### src/rtl/abro_pkg.sv
// Shared definitions for the N-event ABRO controller: state codes and legal input range.
package abro_pkg;

    typedef enum logic [1:0] {
        ST_IDLE    = 2'b00,
        ST_COLLECT = 2'b01,
        ST_FIRED   = 2'b10
    } state_e;

    localparam logic [1:0] ST_ILLEGAL = 2'b11;

    localparam int unsigned N_IN_MIN = 1;
    localparam int unsigned N_IN_MAX = 16;

endpackage

### src/rtl/abro_sat_counter.sv
// Saturating up-counter with synchronous clear; holds at all-ones once reached.
module abro_sat_counter #(
    parameter int unsigned W = 8
) (
    input  logic         clk,
    input  logic         reset,
    input  logic         inc_i,
    input  logic         clr_i,
    output logic [W-1:0] cnt_o
);

    logic [W-1:0] cnt_q;

    always_ff @(posedge clk or negedge reset) begin
        if (!reset) begin
            cnt_q <= '0;
        end else if (clr_i) begin
            cnt_q <= '0;
        end else if (inc_i && (cnt_q != '1)) begin
            cnt_q <= cnt_q + W'(1);
        end
    end

    assign cnt_o = cnt_q;

endmodule

### src/rtl/abro_n_event_fsm.sv
// Waits for every event line to be seen once, fires o, then waits for restart r.
// Optional completion window aborts collection with a one-cycle timeout pulse.
module abro_n_event_fsm
    import abro_pkg::*;
#(
    parameter int unsigned N_IN       = 2,
    parameter int unsigned WIN_W      = 8,
    parameter int unsigned PULSE_MODE = 1,
    parameter int unsigned CNT_W      = 8
) (
    input  logic             clk,
    input  logic             reset,
    input  logic             r,
    input  logic [N_IN-1:0]  ev,
    input  logic [WIN_W-1:0] win_limit,
    output logic             o,
    output logic             timeout,
    output logic [N_IN-1:0]  seen,
    output logic [1:0]       state,
    output logic [CNT_W-1:0] fire_count
);

    localparam logic [N_IN-1:0] ALL = '1;

    if ((N_IN < N_IN_MIN) || (N_IN > N_IN_MAX)) begin : g_bad_n_in
        $error("abro_n_event_fsm: N_IN out of legal range");
    end

    state_e           state_q;
    logic [N_IN-1:0]  seen_q;
    logic [WIN_W-1:0] win_cnt_q;
    logic             o_q;
    logic             timeout_q;

    logic [N_IN-1:0]  nxt_c;
    logic             fire_c;
    logic             expire_c;

    assign nxt_c    = seen_q | ev;
    assign expire_c = (win_limit != '0) && (win_cnt_q == WIN_W'(win_limit - WIN_W'(1)));

    // Same completion condition the FSM uses; r masks it since restart wins.
    assign fire_c = !r && (nxt_c == ALL) &&
                    (((state_q == ST_IDLE) && (ev != '0)) || (state_q == ST_COLLECT));

    always_ff @(posedge clk or negedge reset) begin
        if (!reset) begin
            state_q   <= ST_IDLE;
            seen_q    <= '0;
            win_cnt_q <= '0;
            o_q       <= 1'b0;
            timeout_q <= 1'b0;
        end else begin
            o_q       <= 1'b0;
            timeout_q <= 1'b0;
            if (r) begin
                state_q   <= ST_IDLE;
                seen_q    <= '0;
                win_cnt_q <= '0;
            end else begin
                case (state_q)
                    ST_IDLE: begin
                        if (ev != '0) begin
                            if (nxt_c == ALL) begin
                                state_q <= ST_FIRED;
                                seen_q  <= ALL;
                                o_q     <= 1'b1;
                            end else begin
                                state_q   <= ST_COLLECT;
                                seen_q    <= nxt_c;
                                win_cnt_q <= '0;
                            end
                        end
                    end
                    ST_COLLECT: begin
                        if (nxt_c == ALL) begin
                            state_q <= ST_FIRED;
                            seen_q  <= ALL;
                            o_q     <= 1'b1;
                        end else if (expire_c) begin
                            state_q   <= ST_IDLE;
                            seen_q    <= '0;
                            win_cnt_q <= '0;
                            timeout_q <= 1'b1;
                        end else begin
                            seen_q    <= nxt_c;
                            win_cnt_q <= win_cnt_q + WIN_W'(1);
                        end
                    end
                    ST_FIRED: begin
                        seen_q <= ALL;
                        o_q    <= (PULSE_MODE == 0);
                    end
                    default: begin
                        state_q   <= ST_IDLE;
                        seen_q    <= '0;
                        win_cnt_q <= '0;
                    end
                endcase
            end
        end
    end

    abro_sat_counter #(
        .W (CNT_W)
    ) u_fire_cnt (
        .clk   (clk),
        .reset (reset),
        .inc_i (fire_c),
        .clr_i (1'b0),
        .cnt_o (fire_count)
    );

    assign o       = o_q;
    assign timeout = timeout_q;
    assign seen    = seen_q;
    assign state   = state_q;

endmodule

### config.mk
export PLATFORM = sky130hd
export DESIGN_NAME = abro_n_event_fsm
export DESIGN_NICKNAME = d
export VERILOG_FILES = /design/src/rtl/abro_pkg.sv /design/src/rtl/abro_sat_counter.sv /design/src/rtl/abro_n_event_fsm.sv
export SDC_FILE = /design/constraint.sdc
export NUM_CORES = 1
export LEC_CHECK = 0
export ABC_AREA = 1
export BUFFER_PORTS_ARGS = -buffer_cell sky130_fd_sc_hd__buf_2
export CAP_MARGIN = 20
export CORE_MARGIN = 3
export CORE_UTILIZATION = 30
export CTS_CLUSTER_SIZE = 12
export DETAILED_ROUTE_END_ITERATION = 10
export SYNTH_ARGS = -nofsm -noshare
export SYNTH_HDL_FRONTEND = slang
export SYNTH_HIERARCHICAL = 1
export SYNTH_SLANG_ARGS = --single-unit
### constraint.sdc
create_clock -name clk -period 1.9 [get_ports clk]
set_input_delay 0.095 -clock clk [delete_from_list [all_inputs] [get_ports clk]]
set_output_delay 0.095 -clock clk [all_outputs]
set_load 0.03 [all_outputs]
==> results of run 1 <==
==> per-stage QoR <==
step | power [W] | hold WS (ns) | instance area (um2)
floorplan | 0.0007726 | -0.2006 | 1669
global placement | 0.0008713 | 0.1007 | 1887
detailed placement | 0.0008727 | 0.1013 | 1887
CTS | 0.001162 | 0.04833 | 1938
global route | 0.001219 | 0.05345 | 1938
finish | 0.001136 | 0.05429 | 1938
==> cell families after synthesis <==
group	Yosys count	synth area share, %
AOI/OAI and AO/OA	24	11.93
xor gates and xnor gates	7	3.723
adders and majority gates	3	2.280
buffers and inverters	38	9.119
DFF	22	33.43
other	1	0.2277
and+or+nand+nor	136	39.29
==> path summary, 6_finish.rpt <==
path,start,endpoint,slack (ns),cells after the start
max,state[1]$_DFFE_PN0P_,u_fire_cnt/cnt_o[7]$_DFFE_PN0P_,0.21,8
min in group asynchronous,reset,o$_DFF_PN0_,0.33,2
max in group asynchronous,reset,win_cnt_q[2]$_DFFE_PN0P_,1.23,2
min reg2reg,seen[1]$_DFFE_PN0P_,seen[1]$_DFFE_PN0P_,0.51,2
min,r,state[1]$_DFFE_PN0P_,0.05,2
max reg2reg,state[1]$_DFFE_PN0P_,u_fire_cnt/cnt_o[7]$_DFFE_PN0P_,0.21,8
==> Yosys cell counts <==
cell,number
conb_1,1
o21bai_1,2
nand2_4,2
inv_1,32
inv_4,1
nand2_1,63
clkinv_4,1
dfrtp_1,22
o21ai_2,1
a21oi_1,6
xor2_1,6
xnor2_1,1
o21ai_1,4
clkinv_1,1
nand3_2,3
nand3b_1,1
o22ai_2,6
nor2_1,21
inv_2,3
nor3_2,1
o41ai_2,1
nor2_4,3
nand3_1,24
nor2_2,6
o21ai_0,1
o32ai_1,1
nor3_1,4
a21oi_2,2
ha_1,3
nand4_1,2
nand2_2,6
==> registers in the layout, indices dropped and copies added (netlist names) <==
name              flops
win_cnt_q             8
o                     1
timeout               1
seen                  2
u_fire_cnt/cnt_o      8
state                 2
==> routing by layer <==
metal	track usage [%]	up-vias	wire length, um
met2	21.52	22	1746
met4	2.534	0	8
li1	-	808	-
met3	1.570	2	132
met1	14.92	688	1626
met5	0	-	0
==> power groups by stage <==
stage	Sequential, W	Combinational (W)	Clock (W)
floorplan	0.000594	0.000179	0
global placement	0.000547	0.000324	0
detailed placement	0.000546	0.000327	0
CTS	0.000537	0.000330	0.000296
global route	0.000543	0.000366	0.000311
finish	0.000536	0.000325	0.000275
==> worst reg2reg max path, cell delays in order (launching register included) <==
cell     delay (ns)
dfrtp_1        0.44
inv_1          0.19
nand3_2        0.15
nor2_1         0.22
inv_1          0.08
a21oi_1        0.29
nand3_1        0.11
nand2_1        0.08
inv_1          0.04
==> area by class of cell <==
class	instances	area [um2]
clock buffers	3	41.29
flip-flops and latches	22	550.5
well taps	70	87.58
fillers	565	3267
multi-input cells	177	968.4
repair buffers	27	140.1
inverters	38	150.1
==> out/metrics.csv, run 1 <==
stage;metric;value;unit
timing;Final setup viols;0;
cells_and_area;Util after Layout;37.24;%
worst_setup_path;Critical Path, Cell by Cell;inv_1 -> nand3_2 -> nor2_1 -> inv_1 -> a21oi_1 -> nand3_1 -> nand2_1 -> inv_1;
floorplanning;Core Area;5205;um2
detailed_routing;routed vias;1520;
synthesis;flops & latches, synth;22;
synthesis;ranking of synthesized cells by area;dfrtp_1, nand2_1, nand3_1;
cts;CTS Root Cell;clkbuf_8;
power_and_ir_drop;Net Sw Power;0.0003978;W
floorplanning;die width;80.09;um
timing;unrepaired setup endpoints after global routing;no;
worst_setup_path;CP Capture Type;flop;
detailed_routing;drt pass-1 iters;4;
cells_and_area;Layout Nets;285;
global_route;gr ovfl total;0;
cts;Sink Count;22;
power_and_ir_drop;Clk pwr share;24.2;%
run_status;outcome;finished, final reports clean;
timing;Final Hold Fails;0;
cts;post-cts gate resize count;0;
cts;total CTS buffers;3;
timing;Fin Setup TNS;0;ns
cells_and_area;layout cells sized above 1;24.34;%
worst_setup_path;slowest CP cell;dfrtp_1;
cts;CTS tree;yes;
worst_setup_path;most used cell, CP;inv_1;
global_route;initial antenna violation count;0;
synthesis;Unique masters post-synth;31;
timing;skew final;0.002247;ns
power_and_ir_drop;Gate power share;28.6;%
floorplanning;row count;26;
cells_and_area;commonest non-fill, non-tap cells in the layout;nand2_1, inv_1, buf_2;
floorplanning;Die H;80.09;um
cells_and_area;Syn-to-layout area delta;17.71;%
placement;post-DP HPWL;2.881;mm
worst_setup_path;crit start category;flop;
placement;number of port buffers;26;
worst_setup_path;Worst path max stage delay;0.44;ns
job;Max Cap Violations;0;
synthesis;syn avg cell area;7.128;um2
timing;max-slew violation count;0;
power_and_ir_drop;pwr dens;586.2;nW/um2
worst_setup_path;crit-path max FO;6;
worst_setup_path;Req. time, crit path;2.05;ns
worst_setup_path;WS Path Type;flop to flop;
synthesis;Post-Syn Area;1647;um2
detailed_routing;residual DRC count;0;
worst_setup_path;CP top delay family;simple AND/OR/NAND/NOR gates;
synthesis;sequential cell area fraction in the yosys report;33.43;%
placement;dpl ws;0.2141;ns
worst_setup_path;Worst Path Buf+Inv;3;
cts;worst skew pair latency;0.25;ns
cts;maximum root-to-sink buffer count;2;
timing;Final min period;1.695;ns
detailed_routing;DRT iter0 DRCs;45;
worst_setup_path;CP arrival;1.85;ns
placement;RD Place Congestion;0.8378;
cts;Post-CTS Hold Fix Bufs;1;
floorplanning;num ports;27;
synthesis;Synthesis Warnings;6;
global_route;vias in the first global route;1463;
timing;worst slew pin tran;0.5011;ns
power_and_ir_drop;P_int;0.0007383;W
power_and_ir_drop;net switching fraction of the power;35.02;%
timing;Rel. slew slack;66.60;%
detailed_routing;WL per Instance;10.42;um
timing;fin crit share;89.21;%
detailed_routing;routed wire length;3.513;mm
cells_and_area;most common cell after layout, fill and taps aside;nand2_1;
power_and_ir_drop;peak supply drop;0.4140;mV
cells_and_area;Diodes inserted;0;
power_and_ir_drop;Reg power frac;47.2;%
timing;setup ws final;0.2050;ns
placement;Inst Count DP;333;
synthesis;Syn Inst Count;231;
global_route;GRT Total Usage;11.88;%
global_route;first-pass GRT wire length;6.154;mm
synthesis;area share of the largest cell type after synthesis;33.43;%
floorplanning;Initial Util;31.63;%
hold_path;worst hold path class;primary input to flop;
synthesis;area leader, netlist;dfrtp_1;
cts;clk slew on worst S/H paths;0.07;ns
global_route;largest net degree at the start of global routing;23;
power_and_ir_drop;Leakage;0.9493;nW
cts;H-tree levels;1;
timing;fmax;0.5900;GHz
cts;Setup Buffers After CTS;0;
cells_and_area;final cell count without fillers;337;
floorplanning;Die ar.;6414;um2
detailed_routing;vias per cell;4.510;
detailed_routing;Post-DRT Antenna Nets;0;
No activity file was read; power rests on OpenSTA's default activity.
==> run 2, diff against run 1 <==
--- a/config.mk
+++ b/config.mk
@@ -9,9 +9,10 @@
 export BUFFER_PORTS_ARGS = -buffer_cell sky130_fd_sc_hd__buf_2
 export CAP_MARGIN = 20
 export CORE_MARGIN = 3
-export CORE_UTILIZATION = 30
+export CORE_UTILIZATION = 36
 export CTS_CLUSTER_SIZE = 12
 export DETAILED_ROUTE_END_ITERATION = 10
+export PLACE_DENSITY = 0.65
 export SYNTH_ARGS = -nofsm -noshare
 export SYNTH_HDL_FRONTEND = slang
 export SYNTH_HIERARCHICAL = 1
==> run 2 against run 1 <==
Via count shrank 2.4%. Hold slack lost 0.013 ns. Sequential share of layout area shrank 0.13 points. Non-clock buffer count is the same. Register-to-register slack gained 0.10 ns. Final area grew 0.45%. Critical path depth is the same. Cell count shrank 5.6%.
==> out/metrics.csv, run 2 (synthesized netlist as in run 1, its figures left out) <==
stage;metric;value;unit
power_and_ir_drop;pwr dens;671.7;nW/um2
worst_setup_path;crit start category;flop;
global_route;initial antenna violation count;0;
global_route;vias in the first global route;1398;
cells_and_area;post-route cell area;1947;um2
timing;max-slew violation count;0;
worst_setup_path;Critical Path, Cell by Cell;inv_1 -> nand3_2 -> nor2_1 -> inv_1 -> a21oi_2 -> nand3_1 -> nand2_1 -> inv_1;
detailed_routing;Post-DRT Antenna Nets;0;
detailed_routing;WL per Instance;10.94;um
cts;H-tree levels;1;
worst_setup_path;Worst Path Buf+Inv;3;
power_and_ir_drop;Net Sw Power;0.0004283;W
cts;worst skew pair latency;0.27;ns
detailed_routing;drt pass-1 iters;4;
cells_and_area;Syn-to-layout area delta;18.24;%
run_status;outcome;finished, final reports clean;
timing;fin crit share;83.94;%
timing;Fin Setup TNS;0;ns
timing;Final setup viols;0;
detailed_routing;vias per cell;4.667;
detailed_routing;routed wire length;3.480;mm
worst_setup_path;WS Path Type;flop to flop;
cells_and_area;register area;550.5;um2
worst_setup_path;Worst path max stage delay;0.45;ns
floorplanning;num ports;27;
cells_and_area;most common cell after layout, fill and taps aside;nand2_1;
timing;unrepaired setup endpoints after global routing;no;
placement;RD Place Congestion;0.8202;
worst_setup_path;CP top delay family;simple AND/OR/NAND/NOR gates;
worst_setup_path;CP arrival;1.77;ns
floorplanning;Die H;73.63;um
worst_setup_path;Req. time, crit path;2.07;ns
power_and_ir_drop;Clk pwr share;34.0;%
timing;skew final;0.008428;ns
cts;Sink Count;22;
floorplanning;row count;23;
cells_and_area;Diodes inserted;0;
cts;CTS Root Cell;clkbuf_8;
cells_and_area;final cell count without fillers;318;
worst_setup_path;crit-path max FO;6;
power_and_ir_drop;Pwr Total;0.001308;W
power_and_ir_drop;Reg power frac;41.1;%
timing;Hold WS;0.04122;ns
power_and_ir_drop;Gate power share;25.0;%
detailed_routing;residual DRC count;0;
floorplanning;Core Area;4202;um2
timing;Final min period;1.595;ns
cts;CTS tree;yes;
worst_setup_path;slowest CP cell;dfrtp_1;
cts;total CTS buffers;3;
worst_setup_path;CP Capture Type;flop;
global_route;GRT Total Usage;14.24;%
cts;clk slew on worst S/H paths;0.09;ns
timing;Final Hold Fails;0;
worst_setup_path;most used cell, CP;inv_1;
cells_and_area;Layout Nets;285;
floorplanning;die width;73.63;um
power_and_ir_drop;net switching fraction of the power;32.75;%
hold_path;worst hold path class;primary input to flop;
cells_and_area;layout cells sized above 1;25.00;%
cells_and_area;Multi-input gate area;972.2;um2
timing;fmax;0.6270;GHz
cells_and_area;FILL cells;415;
placement;number of port buffers;26;
job;Max Cap Violations;0;
detailed_routing;DRT iter0 DRCs;76;
floorplanning;Die ar.;5421;um2
placement;area post-placement;1862;um2
placement;Inst Count DP;313;
power_and_ir_drop;Leakage;0.9630;nW
placement;post-DP HPWL;2.758;mm
global_route;first-pass GRT wire length;6.009;mm
cells_and_area;commonest non-fill, non-tap cells in the layout;nand2_1, inv_1, buf_2;
floorplanning;Initial Util;39.19;%
power_and_ir_drop;peak supply drop;0.2809;mV
power_and_ir_drop;P_int;0.0008794;W
detailed_routing;routed vias;1484;
global_route;largest net degree at the start of global routing;23;
global_route;gr ovfl total;0;
cts;maximum root-to-sink buffer count;2;
[run 2: area by class of cell]
type	instances	area share (%)
clock buffers	3	2.121
clock inverters	1	1.542
inverters	38	7.712
multi-input cells	177	49.94
flip-flops and latches	22	28.28
well taps	50	3.213
repair buffers	27	7.198
[run 2: power by group through the flow]
| stage | combinational [W] | clock [W] | sequential [W] |
|---|---|---|---|
| 2_1_floorplan | 0.000179 | 0 | 0.000594 |
| 3_3_place_gp | 0.000324 | 0 | 0.000547 |
| 3_5_place_dp | 0.000326 | 0 | 0.000546 |
| 4_1_cts | 0.000329 | 0.000450 | 0.000538 |
| 5_1_grt | 0.000366 | 0.000474 | 0.000544 |
| 6_report | 0.000327 | 0.000444 | 0.000537 |
[run 2: path summary, 6_finish.rpt]
path                                       from                         endpoint  slack [ns]  depth (start not counted)
setup reg to reg           state[1]$_DFFE_PN0P_  u_fire_cnt/cnt_o[7]$_DFFE_PN0P_        0.31                          8
setup / recovery           state[1]$_DFFE_PN0P_  u_fire_cnt/cnt_o[7]$_DFFE_PN0P_        0.31                          8
hold reg to reg             seen[1]$_DFFE_PN0P_              seen[1]$_DFFE_PN0P_        0.51                          2
max in group asynchronous                 reset         win_cnt_q[2]$_DFFE_PN0P_        1.24                          2
hold / removal                                r             state[1]$_DFFE_PN0P_        0.04                          2
min in group asynchronous                 reset              seen[1]$_DFFE_PN0P_        0.32                          2
[run 2: per-stage QoR]
stage | worst slack (ns) | utilization, %
after CTS | 0.1830 | 46.25
after global routing | 0.07232 | 46.34
after global placement | 0.1795 | 44.31
final | 0.3051 | 46.34
after detailed placement | 0.2015 | 44.31
after floorplan | 0.2559 | -
[run 2: timing repair]
| item | CTS | global route |
|---|---|---|
| endpoints found under the hold margin | 22 | 0 |
| setup endpoints to repair | 0 | 1 |
| buffers inserted | 0 | 0 |
| resized for setup | 0 | 1 |
| hold buffers | 1 | 0 |
[run 2: layer usage]
layer / up-vias / track usage, % / share of wire (%)
li1: 803 / - / -
met1: 643 / 19.10 / 48
met2: 34 / 22.83 / 46
met3: 4 / 1.642 / 3.8
met4: 0 / 6.439 / 1.7
met5: - / 0 / 0
==> run 3, diff against run 2 <==
--- a/config.mk
+++ b/config.mk
@@ -5,14 +5,14 @@
 export SDC_FILE = /design/constraint.sdc
 export NUM_CORES = 1
 export LEC_CHECK = 0
-export ABC_AREA = 1
+export ABC_AREA = 0
 export BUFFER_PORTS_ARGS = -buffer_cell sky130_fd_sc_hd__buf_2
 export CAP_MARGIN = 20
 export CORE_MARGIN = 3
 export CORE_UTILIZATION = 36
 export CTS_CLUSTER_SIZE = 12
 export DETAILED_ROUTE_END_ITERATION = 10
-export PLACE_DENSITY = 0.65
+export PLACE_DENSITY = 0.66
 export SYNTH_ARGS = -nofsm -noshare
 export SYNTH_HDL_FRONTEND = slang
 export SYNTH_HIERARCHICAL = 1
==> constraint.sdc (replaced) <==
create_clock -name clk -period 1.61 [get_ports clk]
set_input_delay 0.0805 -clock clk [delete_from_list [all_inputs] [get_ports clk]]
set_output_delay 0.0805 -clock clk [all_outputs]
set_load 0.03 [all_outputs]
==> run 3 against run 2 <==
The flow now finishes with violations (negative setup slack). Combinational power is 20% higher. Via count is 2.6% higher. Die area is 8.4% lower. Sequential cell count stayed put. Critical endpoint is now win_cnt_q[5]$_DFFE_PN0P_. Largest power group unchanged.
==> out/metrics.csv, run 3 <==
stage;metric;value;unit
run_status;outcome;complete, but fails checks;
run_status;failing checks;negative setup slack;
cts;worst skew pair latency;0.26;ns
cts;CTS Root Cell;clkbuf_8;
global_route;largest net degree at the start of global routing;23;
worst_setup_path;Req. time, crit path;1.77;ns
power_and_ir_drop;peak supply drop;0.4336;mV
power_and_ir_drop;Gate power share;26.0;%
power_and_ir_drop;Clk pwr share;34.5;%
hold_path;Hold Path Cell Cnt;2;
global_route;gr ovfl total;0;
detailed_routing;vias per cell;5.359;
hold_path;Worst Hold End;o$_DFF_PN0_;
detailed_routing;routed wire length;3.967;mm
cells_and_area;layout cells sized above 1;50.42;%
timing;fmax;0.5023;GHz
synthesis;area leader, netlist;dfrtp_1;
cells_and_area;most common cell after layout, fill and taps aside;buf_4;
power_and_ir_drop;P_int;0.001089;W
placement;RD Place Congestion;0.8240;
cells_and_area;commonest non-fill, non-tap cells in the layout;buf_4, buf_2, dfrtp_1;
synthesis;Main synth FF type;dfrtp_1;
detailed_routing;residual DRC count;0;
worst_setup_path;CP Capture Type;flop;
detailed_routing;Post-DRT Antenna Nets;0;
timing;max-slew violation count;0;
synthesis;most instantiated library cell after synthesis;dfrtp_1;
timing;Final setup viols;12;
floorplanning;Core Area;3826;um2
timing;skew final;0.001235;ns
power_and_ir_drop;net switching fraction of the power;27.76;%
power_and_ir_drop;pwr dens;657.9;nW/um2
global_route;first-pass GRT wire length;6.451;mm
synthesis;area share of the largest cell type after synthesis;36.79;%
worst_setup_path;RR Startpoint;win_cnt_q[3]$_DFFE_PN0P_;
synthesis;ranking of synthesized cells by area;dfrtp_1, xnor2_1, nor2_1;
detailed_routing;DRT iter0 DRCs;100;
cells_and_area;Util after Layout;59.88;%
worst_setup_path;slowest CP cell;or4_4;
worst_setup_path;worst reg2reg path endpoint;win_cnt_q[5]$_DFFE_PN0P_;
floorplanning;Initial Util;39.11;%
timing;unrepaired setup endpoints after global routing;yes;
worst_setup_path;CP arrival;2.15;ns
placement;post-DP HPWL;2.889;mm
hold_path;worst hold path class;primary input to flop;
synthesis;sequential cell area fraction in the yosys report;36.79;%
synthesis;Syn Inst Count;167;
power_and_ir_drop;Reg power frac;39.4;%
cells_and_area;Layout Nets;253;
placement;dpl ws;-0.5937;ns
global_route;GRT Total Usage;15.62;%
cts;CTS tree;yes;
floorplanning;row count;22;
cts;Sink Count;22;
timing;setup ws final;-0.3808;ns
detailed_routing;drt pass-1 iters;4;
synthesis;Post-Syn Area;1496;um2
synthesis;syn avg cell area;8.961;um2
synthesis;top cells by count, synth;dfrtp_1, nor2_1, nand2_1;
synthesis;number of synthesized flops with an enable pin;0;
job;Max Cap Violations;0;
worst_setup_path;Critical Path, Cell by Cell;xnor2_2 -> xnor2_1 -> or4_4 -> a2111oi_4 -> buf_4 -> nor2_2 -> a22o_1;
power_and_ir_drop;Net Sw Power;0.0004184;W
floorplanning;Die ar.;4966;um2
synthesis;Synthesis Warnings;6;
worst_setup_path;worst reg-to-reg path cell count;7;
worst_setup_path;crit-path max FO;6;
detailed_routing;routed vias;1522;
synthesis;Unique masters post-synth;48;
placement;number of port buffers;26;
floorplanning;die width;70.47;um
detailed_routing;WL per Instance;13.97;um
timing;fin crit share;123.7;%
global_route;initial antenna violation count;0;
worst_setup_path;crit start category;flop;
cts;clk slew on worst S/H paths;0.08;ns
floorplanning;Die H;70.47;um
cts;maximum root-to-sink buffer count;2;
synthesis;flops & latches, synth;22;
timing;Final Hold Fails;0;
worst_setup_path;WS Path Type;flop to flop;
timing;Final min period;1.991;ns
cells_and_area;Syn-to-layout area delta;53.09;%
power_and_ir_drop;Leakage;1.008;nW
cts;total CTS buffers;3;
timing;Hold WS;0.08861;ns
cells_and_area;FILL cells;331;
cells_and_area;Diodes inserted;0;
cts;H-tree levels;1;
worst_setup_path;crit path from;win_cnt_q[3]$_DFFE_PN0P_;
floorplanning;num ports;27;
worst_setup_path;Reg2Reg Setup Slack;-0.38;ns
worst_setup_path;Worst path max stage delay;0.49;ns
synthesis;Post-synth ARST share;100.0;%
hold_path;Worst Min Path Start;r;
global_route;vias in the first global route;1462;
==> run 3: cell count changes in the layout (fill, tap and decap cells not counted), moves of 7 or more <==
cell,before,now
nand2b_1,0,7
nand3_1,24,4
inv_1,32,5
buf_4,0,44
nor2_1,21,14
nand2_1,63,11
==> run 3: worst max-delay path by stage <==
stage | to | slack [ns] | depth (start not counted)
finish | win_cnt_q[5]$_DFFE_PN0P_ | -0.38 | 7
global route | win_cnt_q[5]$_DFFE_PN0P_ | -0.48 | 7
CTS | win_cnt_q[5]$_DFFE_PN0P_ | -0.42 | 7
detailed placement | win_cnt_q[2]$_DFFE_PN0P_ | -0.59 | 9
global placement | win_cnt_q[2]$_DFFE_PN0P_ | -0.49 | 9
floorplan | win_cnt_q[2]$_DFFE_PN0P_ | -0.33 | 6
==> run 3: stage by stage <==
stage	area (um2)	instances	power, W	TNS, ns
6_report	2291	284	0.001507	-4.117
5_1_grt	2291	284	0.001577	-5.354
4_1_cts	2180	282	0.001498	-4.657
3_5_place_dp	2032	274	0.0009603	-6.596
3_3_place_gp	2032	274	0.0009549	-5.538
2_1_floorplan	1585	168	0.0008108	-3.187
==> run 3: layer usage <==
layer  track usage (%)  vias to the layer above  share of wire, %
met3             3.741                        4               3.7
met5                 0                        -                 0
met2             28.59                       30                53
met4             2.553                        0              0.71
met1             18.55                      739                42
li1                  -                      749                 -
==> run 3: timing repair <==
action | in CTS | in global routing
gates resized for setup | 8 | 19
setup endpoints to repair | 15 | 18
pin swaps | 4 | 12
endpoints found under the hold margin | 22 | 0
buffers inserted | 3 | 2
hold buffers | 1 | 0
==> run 3: layout make-up <==
cell class / count / area, um2 / share of cell area, %
Clock buffer: 3 / 41.29 / 1.802
Clock inverter: 1 / 30.03 / 1.311
Inverter: 5 / 18.77 / 0.8192
Multi-Input combinational cell: 133 / 1092 / 47.68
Sequential cell: 22 / 558.0 / 24.36
Tap cell: 48 / 60.06 / 2.622
Timing Repair Buffer: 72 / 490.5 / 21.41
==> run 3: logic make-up (layout without fill, tap and decap cells) <==
kind of cell             count (synthesis)  count (layout)  synth area share [%]
other                                    1               2                0.2506
adder cells (fa/ha/maj)                  3               3                 2.509
flip-flops                              22              22                 36.79
AO/OA/AOI/OAI                           35              35                 17.81
multiplexers                             3               3                 2.174
XOR/XNOR                                11              11                 6.439
AND/OR/NAND/NOR                         79              79                 30.69
buffers and inverters                   13              81                 3.345
==> run 3: power groups by stage <==
| stage | combinational [W] | sequential (W) | clock (W) |
|---|---|---|---|
| floorplan | 0.000165 | 0.000646 | 0 |
| global route | 0.000426 | 0.000598 | 0.000553 |
| finish | 0.000393 | 0.000594 | 0.000520 |
| CTS | 0.000373 | 0.000595 | 0.000530 |
| global placement | 0.000352 | 0.000603 | 0 |
| detailed placement | 0.000357 | 0.000603 | 0 |
==> run 3: critical path, delay by kind of cell (launching register included) <==
family	cells	cell delay [ns]
XOR/XNOR	2	0.28
flip-flops	1	0.43
AND/OR/NAND/NOR	2	0.55
AO/OA/AOI/OAI	2	0.41
buffers and inverters	1	0.20
